<file path="config.mk">
export PLATFORM = sky130hd
export DESIGN_NAME = fifo_v4
export DESIGN_NICKNAME = d
export VERILOG_FILES = /design/src/rtl/fifo_pkg.sv /design/src/rtl/fifo_v4_ptr.sv /design/src/rtl/fifo_v4.sv
export SDC_FILE = /design/constraint.sdc
export NUM_CORES = 1
export LEC_CHECK = 0
export ABC_AREA = 0
export BUFFER_PORTS_ARGS = -buffer_cell sky130_fd_sc_hd__buf_2
export CORE_ASPECT_RATIO = 0.5
export CORE_MARGIN = 3
export CORE_UTILIZATION = 65
export DETAILED_ROUTE_END_ITERATION = 16
export GPL_ROUTABILITY_DRIVEN = 1
export MAX_ROUTING_LAYER = met4
export PLACE_DENSITY = 0.92
export SYNTH_ARGS = -nofsm -noshare
export SYNTH_HDL_FRONTEND = slang
export SYNTH_SLANG_ARGS = --single-unit
</file>
<file path="constraint.sdc">
create_clock -name clk_i -period 21.9 [get_ports clk_i]
set_input_delay 2.19 -clock clk_i [delete_from_list [all_inputs] [get_ports clk_i]]
set_output_delay 2.19 -clock clk_i [all_outputs]
set_load 0.1 [all_outputs]
</file>
<file path="src/rtl/fifo_pkg.sv">
// Shared types and helpers for the fifo_v4 stream FIFO.
package fifo_pkg;

  function automatic int unsigned fifo_cnt_w(input int unsigned depth);
    return $clog2(depth + 1);
  endfunction

  typedef struct packed {
    logic full;
    logic empty;
    logic almost_full;
    logic almost_empty;
  } fifo_status_t;

endpackage

</file>
<file path="src/rtl/fifo_v4_ptr.sv">
// Wrapping pointer counter for FIFO storage addressing; supports non-power-of-two depths.
module fifo_v4_ptr
  import fifo_pkg::*;
#(
  parameter int unsigned DEPTH = 8,
  localparam int unsigned PTR_W = (DEPTH > 1) ? $clog2(DEPTH) : 1
) (
  input  logic             clk_i,
  input  logic             rst_i,
  input  logic             clr_i,
  input  logic             inc_i,
  output logic [PTR_W-1:0] ptr_o
);

  logic [PTR_W-1:0] ptr_n;

  always_comb begin
    ptr_n = ptr_o;
    if (clr_i) begin
      ptr_n = '0;
    end else if (inc_i) begin
      ptr_n = (ptr_o == PTR_W'(DEPTH - 1)) ? '0 : ptr_o + PTR_W'(1);
    end
  end

  always_ff @(posedge clk_i or posedge rst_i) begin
    if (rst_i) begin
      ptr_o <= '0;
    end else begin
      ptr_o <= ptr_n;
    end
  end

endmodule

</file>
<file path="src/rtl/fifo_v4.sv">
// Valid/ready stream FIFO with occupancy count, programmable almost flags,
// high-watermark tracking, optional fall-through and synchronous flush.
module fifo_v4
  import fifo_pkg::*;
#(
  parameter bit          FALL_THROUGH = 1'b0,
  parameter int unsigned DATA_WIDTH   = 32,
  parameter int unsigned DEPTH        = 8,
  parameter type         dtype        = logic [DATA_WIDTH-1:0],
  localparam int unsigned CNT_W       = fifo_cnt_w(DEPTH)
) (
  input  logic             clk_i,
  input  logic             rst_i,
  input  logic             flush_i,
  input  logic             testmode_i,
  input  logic             valid_i,
  output logic             ready_o,
  input  dtype             data_i,
  output logic             valid_o,
  input  logic             ready_i,
  output dtype             data_o,
  input  logic [CNT_W-1:0] af_thresh_i,
  input  logic [CNT_W-1:0] ae_thresh_i,
  output logic [CNT_W-1:0] usage_o,
  output logic             full_o,
  output logic             empty_o,
  output logic             almost_full_o,
  output logic             almost_empty_o,
  input  logic             wm_clr_i,
  output logic [CNT_W-1:0] watermark_o
);

  localparam int unsigned PTR_W = (DEPTH > 1) ? $clog2(DEPTH) : 1;

  if (DEPTH < 2) begin : g_depth_check
    $error("fifo_v4: DEPTH must be >= 2");
  end

  logic [PTR_W-1:0] wr_ptr;
  logic [PTR_W-1:0] rd_ptr;
  logic [CNT_W-1:0] count_q;
  logic [CNT_W-1:0] count_n;
  logic [CNT_W-1:0] wm_q;
  logic [CNT_W-1:0] wm_n;
  fifo_status_t     status_q;
  fifo_status_t     status_n;
  dtype             mem_q [DEPTH];

  logic bypass;
  logic push;
  logic pop;
  logic wr_en;
  logic rd_en;
  logic unused_testmode;

  assign unused_testmode = testmode_i;

  // Fall-through forwards the input only while storage holds nothing.
  assign bypass  = FALL_THROUGH && status_q.empty && valid_i;
  assign ready_o = ~status_q.full;
  assign valid_o = ~status_q.empty | bypass;
  assign data_o  = bypass ? data_i : mem_q[rd_ptr];

  assign push  = valid_i & ready_o;
  assign pop   = valid_o & ready_i;
  assign wr_en = push & ~(bypass & ready_i) & ~flush_i;
  assign rd_en = pop & ~bypass & ~flush_i;

  fifo_v4_ptr #(.DEPTH(DEPTH)) u_wr_ptr (
    .clk_i (clk_i),
    .rst_i (rst_i),
    .clr_i (flush_i),
    .inc_i (wr_en),
    .ptr_o (wr_ptr)
  );

  fifo_v4_ptr #(.DEPTH(DEPTH)) u_rd_ptr (
    .clk_i (clk_i),
    .rst_i (rst_i),
    .clr_i (flush_i),
    .inc_i (rd_en),
    .ptr_o (rd_ptr)
  );

  // Next count, flags and watermark are all derived from the same count_n.
  always_comb begin
    count_n  = count_q;
    status_n = status_q;
    wm_n     = wm_q;
    if (flush_i) begin
      count_n = '0;
    end else begin
      count_n = count_q + CNT_W'(wr_en) - CNT_W'(rd_en);
    end
    status_n.full         = (count_n == CNT_W'(DEPTH));
    status_n.empty        = (count_n == '0);
    status_n.almost_full  = (count_n >= af_thresh_i);
    status_n.almost_empty = (count_n <= ae_thresh_i);
    if (wm_clr_i) begin
      wm_n = count_n;
    end else if (count_n > wm_q) begin
      wm_n = count_n;
    end
  end

  always_ff @(posedge clk_i or posedge rst_i) begin
    if (rst_i) begin
      count_q  <= '0;
      wm_q     <= '0;
      status_q <= '{full: 1'b0, empty: 1'b1, almost_full: 1'b0, almost_empty: 1'b1};
    end else begin
      count_q  <= count_n;
      wm_q     <= wm_n;
      status_q <= status_n;
    end
  end

  always_ff @(posedge clk_i or posedge rst_i) begin
    if (rst_i) begin
      for (int i = 0; i < int'(DEPTH); i++) begin
        mem_q[i] <= '0;
      end
    end else if (wr_en) begin
      mem_q[wr_ptr] <= data_i;
    end
  end

  assign usage_o        = count_q;
  assign full_o         = status_q.full;
  assign empty_o        = status_q.empty;
  assign almost_full_o  = status_q.almost_full;
  assign almost_empty_o = status_q.almost_empty;
  assign watermark_o    = wm_q;

  a_af_thresh_range: assert property (@(posedge clk_i) disable iff (rst_i)
    32'(af_thresh_i) <= DEPTH + 1);
  a_usage_range: assert property (@(posedge clk_i) disable iff (rst_i)
    32'(count_q) <= DEPTH);

endmodule
</file>
Yosys cells after proc, flatten, opt, wreduce, memory -nomap -nowiden
Cells that the tools add are included.
{"block": "totals", "ff_bits": 274, "in_bits": 47, "word_cells": 58}
{"block": "op_classes", "n_mux": 15, "bitwise_logic": 9, "n_reduce_logical": 5, "order_cmp": 6, "n_eq_ne": 3, "n_addsub": 4}
{"operator": "bitwise mux 256 bit", "count": 1}
{"operator": "binary-select mux 32 bit (select 3 bit)", "count": 1}
{"operator": "demux 32 bit (select 3 bit)", "count": 1}
{"operator": "2-to-1 mux 32 bit", "count": 3}
{"operator": "2-to-1 mux 3 bit", "count": 6}
{"operator": "2-to-1 mux 4 bit", "count": 3}
{"operator": "greater-or-equal comparator 4 bit, second input constant", "count": 2}
{"operator": "NOT 3 -> 4 bit", "count": 2}
{"operator": "adder 3 x 1 -> 3 bit, second input constant", "count": 2}
{"operator": "equality test 3 bit, second input constant", "count": 2}
{"operator": "nonzero test 2 bit", "count": 3}
{"operator": "adder 4 x 1 -> 4 bit", "count": 1}
{"operator": "AND 1 bit", "count": 4}
{"operator": "equality test 4 bit, second input constant", "count": 1}
{"operator": "greater-or-equal comparator 4 bit", "count": 1}
{"operator": "greater-than comparator 4 bit", "count": 1}
{"operator": "less-or-equal comparator 4 bit", "count": 1}
{"operator": "logical NOT 4 bit", "count": 1}
{"operator": "less-than comparator 4 x 1 -> 1 bit, second input constant", "count": 1}
{"operator": "subtractor 4 x 1 -> 4 bit", "count": 1}
{"operator": "NOT 1 bit", "count": 3}
{"operator": "logical AND 1 bit", "count": 1}

Logic depth before layout (Yosys ltp)
Gate-level depths: netlist of the first run.
{"block": "depth", "word_depth": 9, "mapped_depth": 15}

By module
From an unflattened synthesis of the first run, not the netlist that was laid out.
{"block": "hier_totals", "cells_unflattened": 773, "hier_area_um2": 12563.3}
{"module": "fifo_v4", "area_each_um2": 12253.0, "cells_per_inst": 747, "instances": 1}
{"module": "fifo_v4_ptr", "area_each_um2": 155.1, "cells_per_inst": 13, "instances": 2}

Least setup slack after synthesis of the first run
No wires, ideal clock.
{"block": "synth_path", "kind": "input-to-reg", "start": "input port flush_i", "end": "register wm_q[0] (netlist: watermark_o[0])", "stages": 13, "path_slack_ns": 16.771, "n_path_buf": 1, "t_required_ns": 21.774, "setup_ns": 0.126, "t_arrival_ns": 5.003, "cell_sequence": "clkbuf_1 or2_2 ha_1 inv_1 ha_1 fa_1 xnor2_1 nor2_1 ha_1 o21ai_0 a22oi_1 o21ai_0 mux2_2"}
{"block": "synth_via", "elab_chain_cells": 7}
{"element": "start, declared", "line_no": "fifo_v4.sv:14", "rtl": "input logic flush_i,"}
{"element": "NOT 1 bit", "line_no": "fifo_v4.sv:66, fifo_v4.sv:67"}
{"element": "AND 1 bit", "line_no": "fifo_v4.sv:66", "rtl": "assign wr_en = push & ~(bypass & ready_i) & ~flush_i;"}
{"element": "adder 4 x 1 -> 4 bit", "line_no": "fifo_v4.sv:93", "rtl": "count_n = count_q + CNT_W'(wr_en) - CNT_W'(rd_en);"}
{"element": "subtractor 4 x 1 -> 4 bit", "line_no": "fifo_v4.sv:93"}
{"element": "2-to-1 mux 4 bit (*)", "line_no": "fifo_v4.sv:90", "rtl": "if (flush_i) begin"}
{"element": "named net count_n[2]", "line_no": "fifo_v4.sv:42", "rtl": "logic [CNT_W-1:0] count_n;"}
{"element": "greater-than comparator 4 bit (*)", "line_no": "fifo_v4.sv:101", "rtl": "end else if (count_n > wm_q) begin"}
{"element": "nonzero test 2 bit (no line) (*)"}
{"element": "end signal, assigned", "line_no": "fifo_v4.sv:113", "rtl": "wm_q <= wm_n;"}
{"element": "end, declared", "line_no": "fifo_v4.sv:43", "rtl": "logic [CNT_W-1:0] wm_q;"}
The timed path passes the listed nets; every way through them passes the cells marked *. The select of a mux whose other input is x is not followed.
A chain may end at the register's enable or synchronous reset.

==> results of run 1 <==
[kinds of logic after synthesis]
logic type      share of synthesized area [%]
compound gates                          0.734
xor+xnor                                0.139
fa+ha+maj                                2.14
buf+inv                                  2.92
flops                                    54.4
mux                                      37.7
simple gates                             1.96
[synthesized netlist by cell type (3+ instances only)]
cell type / number
nand2b_1: 4
nand2_1: 6
mux2_2: 288
nor2_1: 11
inv_1: 18
o21ai_0: 3
ha_1: 20
mux2i_1: 3
clkbuf_1: 8
buf_6: 4
clkbuf_8: 3
buf_2: 17
a21oi_1: 5
buf_4: 12
nor4_1: 3
a21o_1: 3
mux4_2: 64
dfrtp_1: 272
nor2b_1: 5
[path summary, 6_finish.rpt]
path	start	endpoint	slack, ps	cells after the start
setup / recovery	u_rd_ptr.ptr_o[0]	data_o[16]	16460	4
hold / removal	mem_q[2]	mem_q[2]	500	1
setup reg to reg	full_o	watermark_o[2]	17900	12
hold reg to reg	mem_q[2]	mem_q[2]	500	1
max in group asynchronous	rst_i	mem_q[176]	17620	4
min in group asynchronous	rst_i	mem_q[66]	1870	2
[flip-flops by register name (all words and copies together) (netlist names)]
name,cells
empty_o,1
u_rd_ptr.ptr_o,3
usage_o,4
full_o,1
watermark_o,4
u_wr_ptr.ptr_o,3
mem_q,256
almost_full_o,1
almost_empty_o,1
[cells in the final DEF, fill, tap and decap left out, drive strengths merged, types with 6 or more instances in the layout]
master,Yosys,layout
buf,34,95
clkbuf,12,32
clkinv,0,6
dfrtp,272,272
ha,20,20
inv,18,18
mux2,291,291
mux4,64,64
nand2,6,6
nor2,11,11
[stage by stage]
stage,hold slack (ps),total power [uW],instances
6_report,501,1820,1129
5_1_grt,512,1890,1128
4_1_cts,502,1830,1125
3_5_place_dp,479,1400,1084
3_3_place_gp,464,1370,1084
2_1_floorplan,453,1280,776
[per-layer routing]
layer	vias to the layer above	track usage (%)	share of wire, %
li1	3037	-	-
met1	3760	35.4	44
met2	182	43.6	49
met3	54	4.19	5.0
met4	0	7.60	2.4
met5	-	-	0
[power breakdown]
part / switching, uW / leakage, uW / internal [uW]
logic: 490 / 0.00266 / 233
clock network: 183 / 0.000382 / 237
registers: 62.5 / 0.00363 / 615
[layout make-up]
class                   count  area, um^2  area share (%)
flip-flops and latches    274        6870            49.3
diodes                      4        10.0          0.0719
clock inverters             9        97.6           0.701
repair buffers             95         485            3.49
clock buffers              32         669            4.81
well taps                 259         324            2.33
multi-input cells         438        5400            38.8
inverters                  18        75.1           0.539
==> run_results.csv, run 1 <==
group,metric,value,unit
clocking,cts_buffer_depth,3,
synthesis,synth_cell_type_count,39,
routing,ant_nets,0,
place,dp_slack,16140,ps
timing,fin_skew,10.7,ps
synthesis,avgSynthCellArea,16.2,um^2
place,placed_cell_area,13100,um^2
floorplan,dieArea,21200,um^2
routing,firstDrtPassIters,4,
worst_setup_path,path_cells,"buf_4 -> mux4_2 -> mux2_2 -> buf_2",
power_and_ir_drop,p_leak,0.00667,uW
timing,finalWorstSetupSlack,16460,ps
routing,initialDrtViolationCount,445,
clocking,cts_root_buffer,"clkbuf_16",
synthesis,ys_seq_area_share,54.4,%
timing,tns,0,ps
worst_setup_path,crit_type,"register to primary output",
timing,slew_headroom,24.9,%
clocking,cts_sinks,274,
clocking,post_cts_buffers,0,
timing,slew_violations,0,
timing,tightest_slew,1120,ps
run,drv_cap,0,
floorplan,rows,35,
synthesis,synth_top_area_share,54.0,%
synthesis,synth_top_area_cell,"dfrtp_1",
worst_setup_path,crit_required,19710,ps
timing,hold_violations,0,
timing,fmax,0.184,GHz
routing,vias,7033,
place,place_congestion,0.778,
worst_setup_path,crit_arrival,3250,ps
finish,fin_util,74.5,%
clocking,clock_latency,510,ps
clocking,cts_resized,0,
clocking,cts_hold_buf,0,
worst_setup_path,critPathMaxStageDelay,760,ps
routing,via_per_inst,6.23,
worst_setup_path,worst_setup_path_start_kind,"register",
worst_setup_path,cp.buffers_inverters,2,
global_route,grt_max_degree,134,
floorplan,die_w,203,um
finish,area_growth,10.4,%
clocking,htree_levels,1,
routing,post_drt_wl_per_cell,23.3,um
synthesis,synth_nets,844,
global_route,grt_pass1_vias,7950,
global_route,grt_pass1_wl,43.0,mm
routing,wirelength,26.4,mm
finish,final_cell_area,13900,um^2
hold_path,hold_path_class,"register to register",
clocking,cts.clk_slew.worst_paths,70,ps
outcome,status,"finished, final reports clean",
floorplan,start_util,67.4,%
worst_setup_path,cp_top_family,"buffers and inverters",
clocking,cts_buffers,23,
synthesis,syn_area,12600,um^2
synthesis,yosysWarnings,0,
floorplan,num_io_pins,93,
global_route,gr-total-overflow,0,
floorplan,die_h,104,um
power_and_ir_drop,power_density,131,nW/um^2
power_and_ir_drop,ir_worst_vdd,0.0964,mV
synthesis,ys_top_cells_by_area,"dfrtp_1, mux2_2, mux4_2, ha_1, buf_4",
timing,fin_crit,5440,ps
timing,grt_setup_unrepaired,"false",
synthesis,synth_edf_count,0,
timing,setup_violations,0,
synthesis,synth_top_flop_cell,"dfrtp_1",
floorplan,core,18700,um^2
routing,drc,0,
finish,final_nets,918,
synthesis,syn-instance-count,776,
place,portBuffers,91,
worst_setup_path,worstPathMaxFanout,42,
synthesis,async_flop_share,100,%
clocking,cts_tree,"yes",
worst_setup_path,end_kind,"primary output",
finish,drive_gt1_share,58.1,%
global_route,antenna_found_initial,3,
worst_setup_path,crit_slowest_cell,"buf_4",
synthesis,synth_seq_cells,274,
place,hpwlAfterDp,15.0,mm
timing,post-route-period-util,24.8,%
global_route,grtUsageTotal,26.6,%
finish,nFillCells,1060,
Note: power is estimated with default switching activity, not from simulation.
==> inputs of run 2 (changes only) <==
--- a/config.mk
+++ b/config.mk
@@ -9,11 +9,11 @@
 export BUFFER_PORTS_ARGS = -buffer_cell sky130_fd_sc_hd__buf_2
 export CORE_ASPECT_RATIO = 0.5
 export CORE_MARGIN = 3
-export CORE_UTILIZATION = 65
+export CORE_UTILIZATION = 55
 export DETAILED_ROUTE_END_ITERATION = 16
 export GPL_ROUTABILITY_DRIVEN = 1
 export MAX_ROUTING_LAYER = met4
-export PLACE_DENSITY = 0.92
+export PLACE_DENSITY = 0.84
 export SYNTH_ARGS = -nofsm -noshare
 export SYNTH_HDL_FRONTEND = slang
 export SYNTH_SLANG_ARGS = --single-unit
==> constraint.sdc (replaced) <==
create_clock -name clk_i -period 4.5 [get_ports clk_i]
set_input_delay 0.45 -clock clk_i [delete_from_list [all_inputs] [get_ports clk_i]]
set_output_delay 0.45 -clock clk_i [all_outputs]
set_load 0.1 [all_outputs]
==> run_results.csv, run 2 (synthesized netlist as in run 1, its figures left out) <==
group,metric,value,unit
finish,drive_gt1_share,57.7,%
clocking,cts_tree,"yes",
finish,final_nets,929,
floorplan,die_w,220,um
routing,wirelength,25.6,mm
timing,slew_violations,0,
finish,mostFrequentLayoutCells,"mux2_2, dfrtp_1, buf_2",
worst_setup_path,cp_top_family,"adder cells",
worst_setup_path,reg2reg_to,"watermark_o[0]",
finish,final_cells,1176,
clocking,cts_buffer_depth,3,
global_route,gr-total-overflow,0,
worst_setup_path,crit_required,4910,ps
timing,tightest_slew,1180,ps
timing,post-route-period-util,85.9,%
worst_setup_path,endpoint,"watermark_o[0]",
finish,layout_commonest_cell,"mux2_2",
clocking,cts.clk_slew.worst_paths,70,ps
place,portBuffers,91,
hold_path,whs_path_depth,2,
power_and_ir_drop,p_leak,0.00672,uW
worst_setup_path,cp.buffers_inverters,1,
clocking,post_cts_buffers,0,
routing,firstDrtPassIters,4,
floorplan,num_io_pins,93,
clocking,htree_levels,1,
global_route,grt_pass1_wl,42.5,mm
outcome,status,"finished, final reports clean",
finish,nFillCells,1580,
worst_setup_path,cp.depth,13,
worst_setup_path,crit_arrival,4270,ps
finish,largest-register,"mem_q",
timing,fin_crit,3870,ps
global_route,grt_max_degree,135,
global_route,grtUsageTotal,22.5,%
timing,grt_setup_unrepaired,"false",
place,post-place-cells,1133,
clocking,cts_sinks,274,
routing,vias,6910,
place,hpwlAfterDp,15.4,mm
worst_setup_path,worst_setup_path_start_kind,"register",
worst_setup_path,crit_slowest_cell,"fa_1",
global_route,busiest_layer,"met2",
place,place_congestion,0.766,
clocking,cts_root_buffer,"clkbuf_16",
worst_setup_path,rrSetupSlack,630,ps
clocking,cts_buffers,25,
worst_setup_path,critPathMaxStageDelay,400,ps
routing,ant_nets,0,
floorplan,dieArea,24900,um^2
timing,slew_headroom,21.3,%
floorplan,core,22100,um^2
timing,hold_violations,0,
routing,initialDrtViolationCount,386,
power_and_ir_drop,ir_worst_vdd,0.776,mV
routing,drc,0,
finish,seqCellArea,6870,um^2
clocking,clock_latency,520,ps
worst_setup_path,critPathLaunch,"full_o",
worst_setup_path,end_kind,"register",
global_route,use_met1,29.7,%
worst_setup_path,r2r_start,"full_o",
worst_setup_path,reg2reg_depth,13,
routing,post_drt_wl_per_cell,21.8,um
global_route,antenna_found_initial,1,
power_and_ir_drop,power_density,631,nW/um^2
worst_setup_path,crit_path_frequent_cell,"ha_1",
floorplan,start_util,57.1,%
floorplan,rows,38,
global_route,use_met2,37.4,%
hold_path,hold_path_class,"primary input to register",
routing,via_per_inst,5.88,
timing,fin_skew,9.64,ps
worst_setup_path,crit_type,"register to register",
run,drv_cap,0,
timing,setup_violations,0,
finish,largest_reg_flops,256,
global_route,grt_pass1_vias,7880,
timing,tns,0,ps
worst_setup_path,path_cells,"nand2b_1 -> or2_2 -> ha_1 -> inv_1 -> ha_1 -> fa_1 -> xnor2_1 -> nor2_1 -> ha_1 -> o21ai_0 -> a22oi_1 -> o21ai_0 -> mux2_2",
finish,multi_input_area,5380,um^2
finish,area_growth,11.8,%
worst_setup_path,worstPathMaxFanout,8,
global_route,grt_use_met3,3.41,%
timing,fmax,0.259,GHz
floorplan,die_h,113,um
-- run 2: cell count changes in the layout (fill, tap and decap cells not counted), sizes merged --
cell | before | now
buf | 95 | 103
clkinv | 6 | 3
diode | 4 | 1
clkbuf | 32 | 33
clkinvlp | 1 | 2
dlygate4sd3 | 0 | 1
inv | 18 | 19
-- run 2: area by class of cell --
cell class                      instances  area share, %
Antenna cell                            1         0.0178
Clock buffer                           33           5.01
Clock inverter                          8          0.728
Inverter                               18          0.506
Multi-Input combinational cell        438           38.2
Sequential cell                       274           48.7
Tap cell                              300           2.66
Timing Repair Buffer                  104           4.21
-- run 2: where the power goes --
part           internal [uW]  switching (uW)  total, uW
sequential              2990             314       3310
clock                   1220             908       2120
combinational           1140            2330       3470
-- run 2: worst register-to-register path: stages, from the launching register on --
cell      delay (ps)
dfrtp_1          390
nand2b_1         320
or2_2            360
ha_1             280
inv_1             40
ha_1             200
fa_1             400
xnor2_1          150
nor2_1           400
ha_1             340
o21ai_0          150
a22oi_1           80
o21ai_0          260
mux2_2           400
-- run 2: routing by layer --
layer	up-vias	part of all wire [%]
met1	3696	45
met4	0	2.0
met3	53	3.1
met2	96	50
met5	-	0
li1	3065	-
-- run 2: worst min path at each step --
stage | slack, ps | from | end
2_1_floorplan | 450 | mem_q[0] | mem_q[0]
5_1_grt | 250 | data_i[21] | mem_q[149]
3_3_place_gp | 370 | rst_i | mem_q[18]
6_report | 260 | data_i[0] | mem_q[0]
3_5_place_dp | 370 | rst_i | mem_q[18]
4_1_cts | 230 | data_i[20] | mem_q[148]
-- run 2: repair_timing --
action	4_1_cts	5_1_grt
gates resized for setup	0	0
hold buffers	1	0
endpoints found under the hold margin	3	0
-- run 2: metrics by stage --
step / setup slack, ps / utilization [%] / total power, uW / hold WS [ps] / area [um^2]
2_1_floorplan: 428 / - / 6230 / 453 / 12600
3_3_place_gp: 675 / 60.2 / 6700 / 369 / 13300
3_5_place_dp: 589 / 60.2 / 6840 / 370 / 13300
4_1_cts: 597 / 63.9 / 8980 / 232 / 14100
5_1_grt: 336 / 63.9 / 9320 / 253 / 14100
6_report: 633 / 63.9 / 8900 / 257 / 14100
==> inputs of run 3 (changes only) <==
--- a/config.mk
+++ b/config.mk
@@ -9,11 +9,12 @@
 export BUFFER_PORTS_ARGS = -buffer_cell sky130_fd_sc_hd__buf_2
 export CORE_ASPECT_RATIO = 0.5
 export CORE_MARGIN = 3
-export CORE_UTILIZATION = 55
+export CORE_UTILIZATION = 54
 export DETAILED_ROUTE_END_ITERATION = 16
 export GPL_ROUTABILITY_DRIVEN = 1
 export MAX_ROUTING_LAYER = met4
-export PLACE_DENSITY = 0.84
+export PLACE_DENSITY = 0.83
 export SYNTH_ARGS = -nofsm -noshare
 export SYNTH_HDL_FRONTEND = slang
+export SYNTH_HIERARCHICAL = 1
 export SYNTH_SLANG_ARGS = --single-unit
==> run_results.csv, run 3 <==
group,metric,value,unit
outcome,status,"finished, final reports clean",
routing,post_drt_wl_per_cell,21.6,um
finish,largest-register,"mem_q",
worst_setup_path,rrSetupSlack,750,ps
synthesis,syn_area,12600,um^2
finish,nFillCells,1557,
timing,fmax,0.267,GHz
routing,via_per_inst,5.85,
worst_setup_path,r2r_start,"full_o",
worst_setup_path,worst_setup_path_start_kind,"register",
finish,seqCellArea,6870,um^2
clocking,clock_latency,510,ps
global_route,grtUsageTotal,21.2,%
worst_setup_path,reg2reg_depth,13,
clocking,cts_buffers,24,
synthesis,ys_top_cells_by_area,"dfrtp_1, mux2_2, mux4_2, ha_1, buf_2",
hold_path,whs_path_depth,2,
routing,vias,6860,
finish,largest_reg_flops,256,
worst_setup_path,end_kind,"register",
global_route,grt_max_degree,197,
place,portBuffers,91,
place,dp_slack,484,ps
routing,wirelength,25.3,mm
global_route,grt_pass1_vias,7691,
clocking,cts_root_buffer,"clkbuf_16",
worst_setup_path,crit_required,4900,ps
synthesis,yosysWarnings,6,
place,hpwlAfterDp,14.8,mm
timing,hold_violations,0,
worst_setup_path,reg2reg_to,"watermark_o[0]",
clocking,htree_levels,1,
worst_setup_path,worstPathMaxFanout,7,
run,drv_cap,0,
routing,initialDrtViolationCount,532,
power_and_ir_drop,ir_worst_vdd,0.457,mV
finish,drive_gt1_share,57.1,%
timing,slew_violations,0,
global_route,antenna_found_initial,1,
global_route,grt_pass1_wl,41.4,mm
clocking,cts_tree,"yes",
clocking,cts_hold_buf,1,
floorplan,rows,38,
synthesis,synth_top_flop_cell,"dfrtp_1",
timing,post-route-period-util,83.3,%
synthesis,avgSynthCellArea,16.3,um^2
synthesis,ys_seq_area_share,54.6,%
power_and_ir_drop,power_frac_comb,34.3,%
timing,setup_violations,0,
clocking,cts_sinks,274,
clocking,post_cts_buffers,0,
synthesis,yosysMostFrequentCell,"mux2_2",
floorplan,start_util,56.5,%
timing,finalWorstSetupSlack,753,ps
synthesis,synth_seq_cells,274,
place,place_congestion,0.750,
floorplan,core,22300,um^2
synthesis,synth_top_area_cell,"dfrtp_1",
power_and_ir_drop,p_leak,0.00676,uW
power_and_ir_drop,power_density,559,nW/um^2
clocking,cts.clk_slew.worst_paths,70,ps
timing,fin_skew,11.4,ps
synthesis,synth_nets,841,
floorplan,die_w,222,um
synthesis,syn-instance-count,773,
synthesis,synth_edf_count,0,
floorplan,dieArea,25200,um^2
floorplan,die_h,114,um
routing,ant_nets,0,
timing,tns,0,ps
timing,fin_crit,3750,ps
finish,mostFrequentLayoutCells,"mux2_2, dfrtp_1, buf_2",
timing,grt_setup_unrepaired,"false",
power_and_ir_drop,p_sw,2950,uW
synthesis,synth_top_area_share,54.2,%
power_and_ir_drop,switching_share,37.5,%
global_route,gr-total-overflow,0,
power_and_ir_drop,p_clk_share,26.4,%
worst_setup_path,crit_type,"register to register",
power_and_ir_drop,seqPwrFrac,39.3,%
synthesis,async_flop_share,100,%
clocking,cts_buffer_depth,3,
hold_path,min_from,"flush_i",
worst_setup_path,crit_arrival,4150,ps
timing,whs,254,ps
hold_path,hold_path_class,"primary input to register",
routing,firstDrtPassIters,4,
timing,tightest_slew,1110,ps
power_and_ir_drop,p_total,7860,uW
finish,final_nets,925,
power_and_ir_drop,internal_power,4920,uW
hold_path,hold_path_end,"u_rd_ptr/ptr_o[0]",
clocking,cts_resized,0,
finish,fin_util,63.2,%
floorplan,num_io_pins,93,
timing,slew_headroom,25.7,%
routing,drc,0,
synthesis,synthTopCellsByCount,"mux2_2, dfrtp_1, mux4_2, buf_2",
synthesis,synth_cell_type_count,39,
finish,area_growth,12.0,%
finish,layout_commonest_cell,"mux2_2",
finish,multi_input_area,5370,um^2
[run 3: power by group through the flow]
stage                     Sequential, uW  Combinational [uW]  Clock, uW
after global routing                3140                2840       2220
after detailed placement            3120                2700          0
after global placement              3090                2630          0
after CTS                           3090                2720       2120
after floorplan                     3320                2020          0
final                               3090                2700       2080
[run 3: area by class of cell]
| type | count | share of cell area (%) |
|---|---|---|
| repair buffers | 102 | 4.11 |
| flip-flops and latches | 274 | 48.8 |
| diodes | 1 | 0.0178 |
| inverters | 21 | 0.587 |
| clock buffers | 37 | 5.12 |
| well taps | 300 | 2.67 |
| clock inverters | 4 | 0.498 |
| multi-input cells | 434 | 38.2 |
[run 3: routing by layer]
layer / routed length (um) / global-route usage, %
met3: 898 / 3.06
met4: 463 / 4.21
met5: 0 / -
met1: 11100 / 27.5
met2: 12800 / 36.4
[run 3: logic make-up after synthesis]
logic type	synth area share, %
DFF	54.6
AOI/OAI and AO/OA	0.717
muxes	38.0
and+or+nand+nor	1.76
adders and majority gates	2.15
buffers and inverters	2.68
xor gates and xnor gates	0.139
[run 3: worst max-delay path by stage]
stage                     endpoint  slack (ps)  startpoint
finish              watermark_o[0]         750      full_o
global route        watermark_o[1]         470     empty_o
CTS                 watermark_o[1]         770      full_o
detailed placement  watermark_o[1]         480     flush_i
global placement    watermark_o[1]         630     flush_i
floorplan            almost_full_o         510       rst_i
[run 3: critical path, cell delays in order, from the launching register on]
cell	delay [ps]
dfrtp_1	400
nor3b_2	400
inv_2	90
ha_1	290
inv_1	40
ha_1	200
fa_1	380
xnor2_1	130
nor2_1	410
ha_1	350
o21ai_0	170
a22oi_1	90
o21ai_0	280
mux2_2	400
[run 3: stage by stage]
| step | instances | cell area [um^2] |
|---|---|---|
| floorplan | 773 | 12600 |
| global placement | 1130 | 13300 |
| detailed placement | 1130 | 13300 |
| CTS | 1172 | 14100 |
| global route | 1173 | 14100 |
| finish | 1173 | 14100 |
